[src/rtl/alu_pkg.sv]
// Shared opcodes, FSM state encoding and shift-direction constants for seq_alu.
package alu_pkg;

    localparam logic [2:0] OP_FWD   = 3'b000;
    localparam logic [2:0] OP_ADD   = 3'b001;
    localparam logic [2:0] OP_AND   = 3'b010;
    localparam logic [2:0] OP_OR    = 3'b011;
    localparam logic [2:0] OP_MUL   = 3'b100;
    localparam logic [2:0] OP_SHIFT = 3'b101;
    localparam logic [2:0] OP_SAR   = 3'b110;
    localparam logic [2:0] OP_ROR   = 3'b111;

    typedef enum logic [1:0] {
        ST_IDLE = 2'd0,
        ST_EXEC = 2'd1,
        ST_MULT = 2'd2
    } state_t;

    localparam logic SHIFT_LEFT  = 1'b0;
    localparam logic SHIFT_RIGHT = 1'b1;

endpackage

[src/rtl/seq_multiplier.sv]
// Iterative shift-add multiplier: one multiplier bit per cycle, product truncated to WIDTH bits.
module seq_multiplier #(
    parameter int WIDTH   = 8,
    parameter int SHAMT_W = $clog2(WIDTH)
) (
    input  logic             CLK,
    input  logic             RESETN,
    input  logic             LOAD,
    input  logic [WIDTH-1:0] multiplicand,
    input  logic [WIDTH-1:0] multiplier,
    output logic [WIDTH-1:0] PRODUCT,
    output logic             LAST
);

    localparam logic [SHAMT_W-1:0] CNT_LAST = SHAMT_W'(WIDTH - 1);

    logic               run;
    logic [SHAMT_W-1:0] cnt;
    logic [WIDTH-1:0]   acc;
    logic [WIDTH-1:0]   partial;

    // PRODUCT already includes the current iteration so the final value is
    // available to the caller on the same edge the last bit is consumed.
    always_comb begin
        partial = multiplier[cnt] ? (multiplicand << cnt) : '0;
        PRODUCT = acc + partial;
        LAST    = run && (cnt == CNT_LAST);
    end

    always_ff @(posedge CLK) begin
        if (!RESETN) begin
            run <= 1'b0;
            cnt <= '0;
            acc <= '0;
        end else if (LOAD) begin
            run <= 1'b1;
            cnt <= '0;
            acc <= '0;
        end else if (run) begin
            acc <= PRODUCT;
            cnt <= cnt + 1'b1;
            if (LAST) begin
                run <= 1'b0;
            end
        end
    end

endmodule

[src/rtl/seq_alu.sv]
// Clocked ALU with START/DONE handshake; multiply runs iteratively, other ops take one cycle.
// state   | meaning
// IDLE    | waiting for START, BUSY low
// EXEC    | single-cycle op, result written on next edge
// MULT    | shift-add multiply in progress
module seq_alu
    import alu_pkg::*;
#(
    parameter int WIDTH   = 8,
    parameter int SHAMT_W = $clog2(WIDTH)
) (
    input  logic             CLK,
    input  logic             RESETN,
    input  logic             START,
    input  logic [WIDTH-1:0] DATA1,
    input  logic [WIDTH-1:0] DATA2,
    input  logic [2:0]       SELECT,
    input  logic             SHIFT_DIRECTION,
    output logic             BUSY,
    output logic             DONE,
    output logic [WIDTH-1:0] OUTPUT,
    output logic             ZERO,
    output logic             CARRY
);

    localparam logic [WIDTH-1:0] WIDTH_V = WIDTH[WIDTH-1:0];

    state_t           state, state_next;
    logic [WIDTH-1:0] op1, op2;
    logic [2:0]       op_sel;
    logic             op_dir;
    logic             accept, complete, mul_load, mul_last;
    logic [WIDTH-1:0] mul_product;
    logic [WIDTH:0]   sum;
    logic [WIDTH-1:0] exec_result;
    logic             exec_carry;

    function automatic logic [WIDTH-1:0] shift_logical(input logic [WIDTH-1:0] a,
                                                       input logic [WIDTH-1:0] b,
                                                       input logic             dir);
        logic [WIDTH-1:0] r;
        r = '0;
        case (dir)
            SHIFT_LEFT:  r = a << b;
            SHIFT_RIGHT: r = a >> b;
        endcase
        return r;
    endfunction

    function automatic logic [WIDTH-1:0] shift_arith(input logic [WIDTH-1:0] a,
                                                     input logic [WIDTH-1:0] b);
        return $signed(a) >>> b;
    endfunction

    function automatic logic [WIDTH-1:0] rotate_right(input logic [WIDTH-1:0] a,
                                                      input logic [WIDTH-1:0] b);
        logic [SHAMT_W-1:0] amt;
        logic [2*WIDTH-1:0] dbl;
        amt = SHAMT_W'(b % WIDTH_V);
        dbl = {a, a} >> amt;
        return dbl[WIDTH-1:0];
    endfunction

    always_ff @(posedge CLK) begin
        if (!RESETN) begin
            state <= ST_IDLE;
        end else begin
            state <= state_next;
        end
    end

    always_comb begin
        state_next = state;
        case (state)
            ST_IDLE: if (START) state_next = (SELECT == OP_MUL) ? ST_MULT : ST_EXEC;
            ST_EXEC: state_next = ST_IDLE;
            ST_MULT: if (mul_last) state_next = ST_IDLE;
            default: state_next = ST_IDLE;
        endcase
    end

    always_comb begin
        BUSY     = (state != ST_IDLE);
        accept   = (state == ST_IDLE) && START;
        mul_load = accept && (SELECT == OP_MUL);
        complete = (state == ST_EXEC) || ((state == ST_MULT) && mul_last);
    end

    seq_multiplier #(
        .WIDTH   (WIDTH),
        .SHAMT_W (SHAMT_W)
    ) u_mult (
        .CLK          (CLK),
        .RESETN       (RESETN),
        .LOAD         (mul_load),
        .multiplicand (op1),
        .multiplier   (op2),
        .PRODUCT      (mul_product),
        .LAST         (mul_last)
    );

    always_comb begin
        sum         = {1'b0, op1} + {1'b0, op2};
        exec_result = '0;
        exec_carry  = 1'b0;
        case (op_sel)
            OP_FWD:   exec_result = op2;
            OP_ADD: begin
                exec_result = sum[WIDTH-1:0];
                exec_carry  = sum[WIDTH];
            end
            OP_AND:   exec_result = op1 & op2;
            OP_OR:    exec_result = op1 | op2;
            OP_MUL:   exec_result = mul_product;
            OP_SHIFT: exec_result = shift_logical(op1, op2, op_dir);
            OP_SAR:   exec_result = shift_arith(op1, op2);
            OP_ROR:   exec_result = rotate_right(op1, op2);
            default:  exec_result = '0;
        endcase
    end

    always_ff @(posedge CLK) begin
        if (!RESETN) begin
            op1    <= '0;
            op2    <= '0;
            op_sel <= OP_FWD;
            op_dir <= SHIFT_LEFT;
            OUTPUT <= '0;
            ZERO   <= 1'b1;
            CARRY  <= 1'b0;
            DONE   <= 1'b0;
        end else begin
            DONE <= complete;
            if (accept) begin
                op1    <= DATA1;
                op2    <= DATA2;
                op_sel <= SELECT;
                op_dir <= SHIFT_DIRECTION;
            end
            if (complete) begin
                OUTPUT <= exec_result;
                ZERO   <= (exec_result == '0);
                CARRY  <= exec_carry;
            end
        end
    end

endmodule
[config.mk]
export PLATFORM = sky130hd
export DESIGN_NAME = seq_alu
export DESIGN_NICKNAME = d
export VERILOG_FILES = /design/src/rtl/alu_pkg.sv /design/src/rtl/seq_multiplier.sv /design/src/rtl/seq_alu.sv
export SDC_FILE = /design/constraint.sdc
export NUM_CORES = 1
export LEC_CHECK = 0
export ABC_AREA = 1
export CAP_MARGIN = 15
export CORE_UTILIZATION = 60
export CTS_BUF_LIST = sky130_fd_sc_hd__clkbuf_4 sky130_fd_sc_hd__clkbuf_8
export CTS_CLUSTER_DIAMETER = 200
export CTS_CLUSTER_SIZE = 24
export DETAILED_ROUTE_END_ITERATION = 7
export PLACE_DENSITY = 0.82
export SYNTH_ARGS = -nofsm -noshare
export SYNTH_HDL_FRONTEND = slang
export SYNTH_HIERARCHICAL = 1
export SYNTH_SLANG_ARGS = --single-unit
export TNS_END_PERCENT = 5
[constraint.sdc]
create_clock -name CLK -period 4.1 [get_ports CLK]
set_clock_uncertainty 0.15 [all_clocks]
set_input_delay 1.23 -clock CLK [delete_from_list [all_inputs] [get_ports CLK]]
set_output_delay 1.23 -clock CLK [all_outputs]
set_load 0.02 [all_outputs]
* Yosys cells after proc, flatten, opt, wreduce, memory -nomap -nowiden *
Index checks and enable logic that the tools add are counted.

cells by class
  add/sub/neg operators = 3
  $lt $le $gt $ge = 1
  equality and inequality tests = 13
  shifts and indexed selects = 5
  mux-type cells = 13
  bitwise gates (word level) = 4
  reduce and logical (&&, ||, !) cells = 11

operator list
  operator               count
  $pmux W8 S8            1
  $eq A3 B3 Y1 const B   6
  $pmux W8 S2            1
  $shr A16 B3 Y8         1
  $add A8 B8 Y9          1
  $add A8 B8 Y8          1
  $and A8 B8 Y8          1
  $logic_not A8 Y1       1
  $mux W8                1
  $or A8 B8 Y8           1
  $shl A8 B3 Y8          1
  $shl A8 B8 Y8          1
  $shr A8 B8 Y8          1
  $sshr A8 B8 Y8         1
  $eq A3 B2 Y1 const B   2
  $mux W2                3
  $mux W1                5
  $logic_and A1 B1 Y1    4
  $lt A3 B4 Y1 const B   1
  $ne A2 B2 Y1 const B   2
  $pmux W2 S2            1
  $add A3 B1 Y3 const B  1
  $bmux W1 S3            1
  $eq A3 B1 Y1 const B   1
  other kinds (9)        10

storage, ports and cells
  register bits = 45
  bits of input ports = 23
  output and inout bits = 12
  logic and storage cells = 62

* Depth between registers and ports, before layout *
Gate-level depths: netlist of run 1.

  depth after elaboration = 6
  mapped depth = 27
  mapped depth without buffers = 27

* Hierarchy *
The synthesis of run 1 kept the hierarchy.

by module, submodules not included
  module          instances  cells an instance  area each (um^2)  seq. area each (um^2)
  seq_alu         1          510                3044.2            660.6
  seq_multiplier  1          184                1187.4            240.2

* Worst setup path before layout of run 1 *
No wires, ideal clock.

  kind = register to register
  start point = register u_mult.cnt[1]
  end point = register ZERO
  setup time = 0.058 ns
  arrival time = 2.690 ns
  required time = 3.892 ns
  setup slack = 1.202 ns
  cell stages (with the launch flop) = 27
  buffers on the path = 1
  clock period less this slack = 2.898 ns
  cell sequence = dfxtp_1 -> buf_6 -> inv_4 -> nand3_1 -> nand2_1 -> nand2_2 -> nor2_1 -> ha_1 -> inv_1 -> fa_1 -> o21ai_1 -> nand2_1 -> nand2_1 -> a21oi_1 -> nand2_1 -> nand2_1 -> a21oi_2 -> nand3_1 -> inv_1 -> nand2_1 -> nor2_1 -> nand2_1 -> nand2_1 -> nand2_1 -> nor2_2 -> nand3_1 -> nand2_1

between the ends
  cells in the longest elaborated chain, start to end = 6
  elaborated cells on any way between the ends = 11
  classes of those cells = add/sub: 1; eq/ne: 1; shift: 1; mux: 4; reduce/logical: 4

RTL lines
  element                        RTL line              RTL
  start, declared                seq_multiplier.sv:18  logic [SHAMT_W-1:0] cnt;
  start signal, assigned         seq_multiplier.sv:41  cnt <= cnt + 1'b1;
  $bmux W1 S3                    seq_multiplier.sv:25  partial = multiplier[cnt] ? (multiplicand << cnt) : '0;
  $mux W1 (not written as such)  seq_multiplier.sv:25
  $mux W8 *                      seq_multiplier.sv:25
  $add A8 B8 Y8 *                seq_multiplier.sv:26  PRODUCT = acc + partial;
  named net mul_product[6]       seq_alu.sv:33         logic [WIDTH-1:0] mul_product;
  $pmux W8 S8 *                  seq_alu.sv:106        case (op_sel)
  $logic_not A8 Y1 *             seq_alu.sv:142        ZERO <= (exec_result == '0);
  end signal, assigned           seq_alu.sv:142
  end, declared                  seq_alu.sv:22         output logic ZERO,

Mark *: on every way through the listed nets, which the timed path passes. The rest lies on a longest branch. The select of a mux whose other input is x is not followed.
A chain may end at the register's enable or synchronous reset.

* Final worst setup path of run 1 *
  start point = register u_mult.cnt[0]
  end point = register ZERO

The elaborated chain is that of the path after synthesis.

==> results of run 1 <==
-- final timing paths --
kind	start	to	slack, ns	cells past startpoint
setup / recovery	u_mult/cnt[0]	ZERO	0.37	26
hold / removal	CARRY	CARRY	0.34	2
setup reg to reg	u_mult/cnt[0]	ZERO	0.37	26
hold reg to reg	CARRY	CARRY	0.34	2
-- metal layers --
metal / up-vias / global-route usage (%) / share of wire [%]
met3: 29 / 6.74 / 10
met4: 0 / 9.70 / 1.8
met5: - / 0 / 0
met1: 2096 / 50.4 / 44
li1: 2311 / - / -
met2: 299 / 57.7 / 44
-- stage by stage --
| stage | util [%] | power (W) |
|---|---|---|
| 5_1_grt | 68.3 | 0.00141 |
| 4_1_cts | 68.3 | 0.00132 |
| 6_report | 68.3 | 0.00134 |
| 2_1_floorplan | - | 0.000878 |
| 3_3_place_gp | 66.9 | 0.00102 |
| 3_5_place_dp | 66.9 | 0.00102 |
-- cells by family (layout without fill, tap and decap cells) --
kind of cell | Yosys count | in the layout | synth area share, %
XOR/XNOR | 4 | 4 | 0.828
AO/OA/AOI/OAI | 148 | 148 | 19.6
adder cells (fa/ha/maj) | 27 | 27 | 8.34
flip-flops | 45 | 45 | 21.3
buffers and inverters | 103 | 121 | 11.1
multiplexers | 1 | 1 | 0.237
AND/OR/NAND/NOR | 366 | 366 | 38.6
-- cell usage after synthesis (8+ instances only) --
master	instances	area (µm²)
dfxtp_1	45	901
o21ai_1	17	85.1
nand3_2	8	80.1
buf_2	10	50.1
clkbuf_1	10	37.5
ha_1	25	313
nand2_2	14	87.6
nand2_1	201	754
o21ai_0	41	205
nand3_1	55	275
nand4_1	9	56.3
a21oi_1	62	310
inv_1	62	233
nor2_1	62	233
-- tightest hold or removal path, stage by stage (launching register included) --
cell	delay, ns
dfxtp_1	0.32
nand2_1	0.06
a21oi_1	0.06
-- sequential cells by signal (all words and copies together) (netlist names) --
| register | count |
|---|---|
| op2 | 8 |
| op1 | 8 |
| DONE | 1 |
| ZERO | 1 |
| CARRY | 1 |
| op_dir | 1 |
| state | 2 |
| op_sel | 3 |
| OUTPUT | 8 |
| u_mult/cnt | 3 |
| u_mult/acc | 8 |
| u_mult/run | 1 |
-- layout make-up --
type                    count  area (µm²)
flip-flops and latches     45         901
clock inverters             3        25.0
clock buffers               5        68.8
fillers                   651        2150
multi-input cells         546        2860
well taps                  96         120
inverters                  74         290
repair buffers             39         378
-- power by group through the flow --
stage,clock (W),combinational [W],sequential (W)
after global routing,0.000322,0.000567,0.000519
final,0.000310,0.000516,0.000515
after floorplan,0,0.000366,0.000512
after CTS,0.000308,0.000500,0.000513
after global placement,0,0.000493,0.000523
after detailed placement,0,0.000497,0.000523
==> flow_summary.yaml, run 1 <==
synthesis:
  synth_edf_count: 0
  ys_seq_elements: 45
  yosysWarnings: 6
  seq_area_frac_synth_pct: 21.3
  synth-main-ff-cell: "dfxtp_1"
  syn_area_per_cell_um2: 6.10
  synth_nets: 744
  synthArstFlopShare_pct: 0
  synth_area_um2: 4230
  netlist_instances: 694
  ys_types: 43
worst_setup_path:
  critPathRequiredTime_ns: 4.21
  critPathSlowestCell: "dfxtp_1"
  path_delay_family: "simple AND/OR/NAND/NOR gates"
  critPathKind: "flop to flop"
  crit_arrival_ns: 3.85
  path_buf_inv: 3
  startpoint_type: "flop"
  crit_top_cell: "nand2_1"
  critPathMaxStageDelay_ns: 0.62
  critPathCaptureType: "flop"
  crit_fanout: 14
placed_design:
  placed_cells: 800
  gp_congestion: 1.01
  hpwl_um: 10200
  preCtsSetupSlack_ns: 0.512
  place_area_um2: 4550
  io_buffer_count: 34
clock_tree:
  post_cts_resized: 0
  h-tree-depth: 2
  post-cts-setup-buffers: 0
  cts_hold_buf: 0
  clock_sinks: 45
  path_clk_slew_ns: 0.11
  clock_path_buffers: 2
  cts_root_buf: "clkbuf_8"
  cts_tree: "yes"
  clock_latency_ns: 0.32
  cts_inserted_buffers: 5
global_routing:
  grt_pass1_wl_um: 20900
  grt_max_degree: 42
  grt_pass1_vias: 4212
  grtUsageTotal_pct: 36.3
  antenna_found_initial: 0
  overflow: 0
timing:
  hold_slack_ns: 0.336
  maxSlewViolCount: 0
  worst_slack_ns: 0.368
  fmaxAchievable_mhz: 268
  min_period_over_period_pct: 91.0
  rsz0062_at_grt: "false"
  relSlewSlack_pct: 50.7
  tns_ns: 0
  finalHoldViolations: 0
  min_period_ns: 3.73
  tightest_slew_ns: 0.738
  finalSetupViolations: 0
drt:
  vias_per_cell: 5.86
  firstDrtPassIters: 8
  ant_nets: 0
  drt_iter0_markers: 687
  vias: 4735
  wl_per_cell_um: 16.4
  drc: 0
  wirelength_um: 13300
pwr:
  ir_worst_vdd_mv: 0.172
  leakagePower_nw: 2.21
  comb_power_share_pct: 38.5
  clkPwrFrac_pct: 23.1
  power_frac_seq_pct: 38.4
  p_int_w: 0.000763
  switching_share_pct: 43.1
  switchingPower_w: 0.000578
  power-per-cell-area_nw_per_um2: 289
floorplan:
  fp.dieW_um: 86.0
  ios: 35
  coreArea_um2: 6790
  fp-row-count: 30
  initial_core_util_pct: 62.3
  dieArea_um2: 7390
  chipHeight_um: 86.0
job:
  cap_violations: 0
hold_path:
  hold_path_class: "flop to flop"
cells_and_area:
  drive_gt1_share_pct: 9.27
  layout.cells.most_common: "nand2_1"
  n_antenna_cell: 0
  final_area_um2: 4640
  final_cell_mix: "nand2_1, inv_1, nor2_1, a21oi_1, nand3_1"
  instances_no_fill: 808
  areaGrowthSynthToFinish_pct: 9.70
  fin_nets: 761
status:
  status: "completed"
Note: power is estimated with default switching activity, not from simulation.
==> inputs of run 2 (changes only) <==
CORE_MARGIN = 5   (was unset)
SYNTH_HIERARCHICAL = unset   (was 1)
==> flow_summary.yaml, run 2 <==
synthesis:
  synthXorXnorAreaFrac_pct: 0.432
  syn_area_per_cell_um2: 5.97
  synthAdderAreaFrac_pct: 8.71
  synth.most_common_cell: "nand2_1"
  seq_area_frac_synth_pct: 22.2
  synth-main-ff-cell: "dfxtp_1"
  synth-simple-area-share_pct: 40.9
  synthArstFlopShare_pct: 0
  netlist_instances: 678
  synthTopCellsByArea: "dfxtp_1, nand2_1, nand3_1, a21oi_1, ha_1"
  ys_types: 38
  ys_seq_elements: 45
  synthMuxAreaShare_pct: 0
  synth_compound_gate_area_share_pct: 18.9
  synth_top_family_by_area: "simple AND/OR/NAND/NOR gates"
  synth_nets: 728
  synth_top_area_share_pct: 22.2
  synth.largest_area_cell: "dfxtp_1"
  yosysWarnings: 0
  synth_edf_count: 0
  synthTopCellsByCount: "nand2_1, nand3_1, a21oi_1"
  synth_area_um2: 4050
clock_tree:
  cts_tree: "yes"
  cts_hold_buf: 0
  clock_sinks: 45
  post_cts_resized: 0
  cts_inserted_buffers: 5
  path_clk_slew_ns: 0.09
  clock_path_buffers: 2
  clock_latency_ns: 0.31
  h-tree-depth: 2
  post-cts-setup-buffers: 0
  cts_root_buf: "clkbuf_8"
worst_setup_path:
  critPathMaxStageDelay_ns: 0.71
  startpoint_type: "flop"
  crit_fanout: 20
  critPathSlowestCell: "dfxtp_1"
  rr_worst_depth: 19
  critPathCaptureType: "flop"
  crit_arrival_ns: 3.64
  critPathRequiredTime_ns: 4.21
  crit_top_cell: "nand2_1"
  crit_start: "u_mult.cnt[0]"
  crit-reg2reg-launch: "u_mult.cnt[0]"
  critPathKind: "flop to flop"
  cp_cell_sequence: "inv_2, nand2_1, a21oi_1, o311ai_0, inv_1, ha_1, nand2_1, or2_2, nand3_1, nand2_1, nand3_1, nand2_1, inv_1, nand3_1, nand2_1, nand2_1, nor2_1, nand2_1, nand2_1"
timing:
  worst_slack_ns: 0.571
  rsz0062_at_grt: "false"
  tightest_slew_ns: 0.594
  min_period_ns: 3.53
  min_period_over_period_pct: 86.1
  finalSetupViolations: 0
  relSlewSlack_pct: 60.3
  maxSlewViolCount: 0
  tns_ns: 0
  finalHoldViolations: 0
  fmaxAchievable_mhz: 283
pwr:
  ir_worst_vdd_mv: 0.155
  clkPwrFrac_pct: 27.3
  power_frac_seq_pct: 37.3
  leakagePower_nw: 2.11
  switchingPower_w: 0.000526
  p_int_w: 0.000832
  power-per-cell-area_nw_per_um2: 300
  switching_share_pct: 38.7
  comb_power_share_pct: 35.4
floorplan:
  coreArea_um2: 6680
  fp-row-count: 30
  chipHeight_um: 92.2
  dieArea_um2: 8490
  fp.dieW_um: 92.2
  initial_core_util_pct: 60.6
  ios: 35
global_routing:
  grt_pass1_vias: 4460
  grt_pass1_wl_um: 22500
  grtUsageTotal_pct: 33.0
  grt_max_degree: 42
  overflow: 0
  antenna_found_initial: 0
hold_path:
  whs_path_depth: 2
  hold_path_class: "flop to flop"
  hold_path.startpoint: "CARRY"
drt:
  wirelength_um: 13600
  drc: 0
  vias_per_cell: 6.13
  drt_iter0_markers: 593
  firstDrtPassIters: 5
  ant_nets: 0
  wl_per_cell_um: 17.5
  vias: 4783
cells_and_area:
  fin_nets: 749
  seq_area_um2: 901
  multiInputGateArea_um2: 2790
  nFillCells: 642
  layout.cells.most_common: "nand2_1"
  drive_gt1_share_pct: 6.43
  areaGrowthSynthToFinish_pct: 11.7
  n_antenna_cell: 0
  final_cell_mix: "nand2_1, nand3_1, a21oi_1"
placed_design:
  gp_congestion: 0.998
  hpwl_um: 10600
  io_buffer_count: 34
  preCtsSetupSlack_ns: 0.728
status:
  status: "completed"
job:
  cap_violations: 0
## run 2: worst paths after layout
| path | slack [ns] | to |
|---|---|---|
| setup reg to reg | 0.57 | ZERO |
| hold / removal | 0.34 | CARRY |
| setup / recovery | 0.57 | ZERO |
| hold reg to reg | 0.34 | CARRY |
## run 2: critical path, delay by kind of cell (launching register included)
family | cells | cell delay [ns]
adders and majority gates | 1 | 0.38
buffers and inverters | 3 | 0.36
and+or+nand+nor | 13 | 1.31
DFF | 1 | 0.71
AOI/OAI and AO/OA | 2 | 0.56
## run 2: metrics by stage
step	utilization [%]	cells	area (µm²)	power [W]	hold WS (ns)
global route	67.7	780	4530	0.00144	0.356
finish	67.7	780	4530	0.00136	0.337
floorplan	-	678	4050	0.000836	0.295
global placement	65.9	772	4410	0.000973	0.307
detailed placement	65.9	772	4410	0.000981	0.326
CTS	67.7	780	4530	0.00135	0.338
## run 2: cell type report
type | instances | area share, %
Inverter | 60 | 4.98
Tap cell | 80 | 2.21
Sequential cell | 45 | 19.9
Timing Repair Buffer | 40 | 8.52
Clock buffer | 7 | 1.99
Clock inverter | 1 | 0.664
Multi-Input combinational cell | 547 | 61.7
## run 2: cells by family after synthesis
family          after synthesis
compound gates              144
fa+ha+maj                    27
xor+xnor                      2
buf+inv                      86
simple gates                374
flops                        45
## run 2: per-layer routing
layer	wire length [µm]	global-route usage (%)	vias up	part of all wire [%]
met5	0	0	-	0
met3	1120	5.33	54	8.2
li1	-	-	2317	-
met2	6040	51.8	268	44
met1	5810	43.9	2144	43
met4	651	16.0	0	4.8
## run 2: power groups by stage
stage / clock, W / combinational, W / sequential, W
2_1_floorplan: 0 / 0.000331 / 0.000505
4_1_cts: 0.000373 / 0.000468 / 0.000505
6_report: 0.000371 / 0.000480 / 0.000507
3_3_place_gp: 0 / 0.000459 / 0.000514
5_1_grt: 0.000392 / 0.000535 / 0.000510
3_5_place_dp: 0 / 0.000466 / 0.000515
==> inputs of run 3 (changes only) <==
CORE_UTILIZATION = 59   (was 60)
CTS_BUF_LIST = sky130_fd_sc_hd__clkbuf_16   (was sky130_fd_sc_hd__clkbuf_4 sky130_fd_sc_hd__clkbuf_8)
PLACE_DENSITY = 0.81   (was 0.82)
==> flow_summary.yaml, run 3 (same netlist as run 2, synthesis figures left out) <==
global_routing:
  grt_use_met2_pct: 51.0
  overflow: 0
  grt_max_degree: 42
  grtUsageTotal_pct: 31.9
  grt_pass1_wl_um: 21900
  antenna_found_initial: 0
  gr-usage-met1_pct: 42.5
  top_usage_layer: "met2"
  grt_pass1_vias: 4381
  grtUsageMet3_pct: 5.20
floorplan:
  ios: 35
  coreArea_um2: 6720
  initial_core_util_pct: 60.3
  fp-row-count: 30
  chipHeight_um: 92.9
  dieArea_um2: 8620
  fp.dieW_um: 92.9
cells_and_area:
  instances_no_fill: 780
  n_antenna_cell: 0
  areaGrowthSynthToFinish_pct: 12.9
  drive_gt1_share_pct: 6.43
  fin_nets: 750
  nFillCells: 637
  final_cell_mix: "nand2_1, nand3_1, a21oi_1"
  layout.cells.most_common: "nand2_1"
drt:
  ant_nets: 0
  drt_iter0_markers: 624
  vias_per_cell: 6.28
  vias: 4895
  wl_per_cell_um: 17.4
  drc: 0
  wirelength_um: 13600
  firstDrtPassIters: 6
timing:
  min_period_ns: 3.51
  finalHoldViolations: 0
  rsz0062_at_grt: "false"
  tightest_slew_ns: 0.637
  min_period_over_period_pct: 85.7
  tns_ns: 0
  fmaxAchievable_mhz: 285
  finalSetupViolations: 0
  relSlewSlack_pct: 57.3
  maxSlewViolCount: 0
hold_path:
  hold_path.startpoint: "u_mult.acc[0]"
  hold_path_class: "flop to flop"
  min_to: "u_mult.acc[0]"
  whs_path_depth: 2
worst_setup_path:
  rr_worst_depth: 19
  crit-reg2reg-launch: "u_mult.cnt[0]"
  reg2reg_slack_ns: 0.59
  crit_fanout: 20
  crit_top_cell: "nand2_1"
  critPathCaptureType: "flop"
  cp_cell_sequence: "inv_2, nand2_1, a21oi_1, o311ai_0, inv_1, ha_1, nand2_1, or2_2, nand3_1, nand2_1, nand3_1, nand2_1, inv_1, nand3_1, nand2_1, nand2_1, nor2_1, nand2_1, nand2_1"
  crit_arrival_ns: 3.59
  critPathKind: "flop to flop"
  regToRegEndpoint: "ZERO"
  critPathSlowestCell: "dfxtp_1"
  critPathMaxStageDelay_ns: 0.70
  startpoint_type: "flop"
  critPathRequiredTime_ns: 4.18
clock_tree:
  clock_path_buffers: 2
  clock_latency_ns: 0.29
  clock_sinks: 45
  h-tree-depth: 2
  path_clk_slew_ns: 0.06
  cts_root_buf: "clkbuf_16"
  post-cts-setup-buffers: 0
  cts_tree: "yes"
  post_cts_resized: 0
  cts_inserted_buffers: 5
  cts_hold_buf: 0
pwr:
  p_total_w: 0.00145
  leakagePower_nw: 2.14
  ir_worst_vdd_mv: 0.198
  power-per-cell-area_nw_per_um2: 316
placed_design:
  hpwl_um: 10400
  gp_congestion: 0.966
  io_buffer_count: 34
  placed_cells: 773
job:
  cap_violations: 0
status:
  status: "completed"
## run 3: cell count changes in the layout (fill, tap and decap cells not counted), sizes merged
cell	previous run	this run
buf	6	7
clkbuf	7	5
clkinv	3	4
## run 3: worst max path at each step
stage / startpoint / end / slack [ns] / depth (start not counted)
after detailed placement: u_mult.cnt[0] / ZERO / 0.73 / 19
final: u_mult.cnt[0] / ZERO / 0.59 / 19
after floorplan: op2[1] / ZERO / 1.36 / 22
after CTS: u_mult.cnt[0] / ZERO / 0.67 / 19
after global placement: u_mult.cnt[0] / ZERO / 0.75 / 18
after global routing: u_mult.cnt[0] / ZERO / 0.28 / 19
## run 3: area by class of cell
type / count / area [µm²] / share of cell area [%]
multi-input combinational: 547 / 2790 / 61.1
sequential: 45 / 901 / 19.7
timing repair buffer: 41 / 393 / 8.59
inverter: 60 / 225 / 4.92
clock buffer: 5 / 125 / 2.74
tap: 80 / 100 / 2.19
clock inverter: 2 / 35.0 / 0.766
## run 3: power breakdown
part / switching (W) / leakage, nW / internal, W
Sequential: 0.0000408 / 0.369 / 0.000464
Combinational: 0.000322 / 1.69 / 0.000164
Clock: 0.000172 / 0.0797 / 0.000283
Total: 0.000535 / 2.14 / 0.000912
## run 3: metal layers
| metal | wire length [µm] | up-vias |
|---|---|---|
| met2 | 5920 | 319 |
| met3 | 1430 | 61 |
| met5 | 0 | - |
| met4 | 627 | 0 |
| li1 | - | 2315 |
| met1 | 5620 | 2200 |
## run 3: critical path, delay by kind of cell (launching register included)
kind,cells,cell delay (ns)
adder cells (fa/ha/maj),1,0.39
buffers and inverters,3,0.34
AND/OR/NAND/NOR,13,1.29
flip-flops,1,0.70
AO/OA/AOI/OAI,2,0.57
## run 3: metrics by stage
step | hold WS, ns | cell area (µm²) | utilization (%) | setup slack, ns
floorplan | 0.295 | 4050 | - | 1.36
global placement | 0.307 | 4410 | 65.7 | 0.749
detailed placement | 0.322 | 4410 | 65.7 | 0.726
CTS | 0.333 | 4570 | 68.1 | 0.669
global route | 0.360 | 4570 | 68.1 | 0.277
finish | 0.332 | 4570 | 68.1 | 0.586
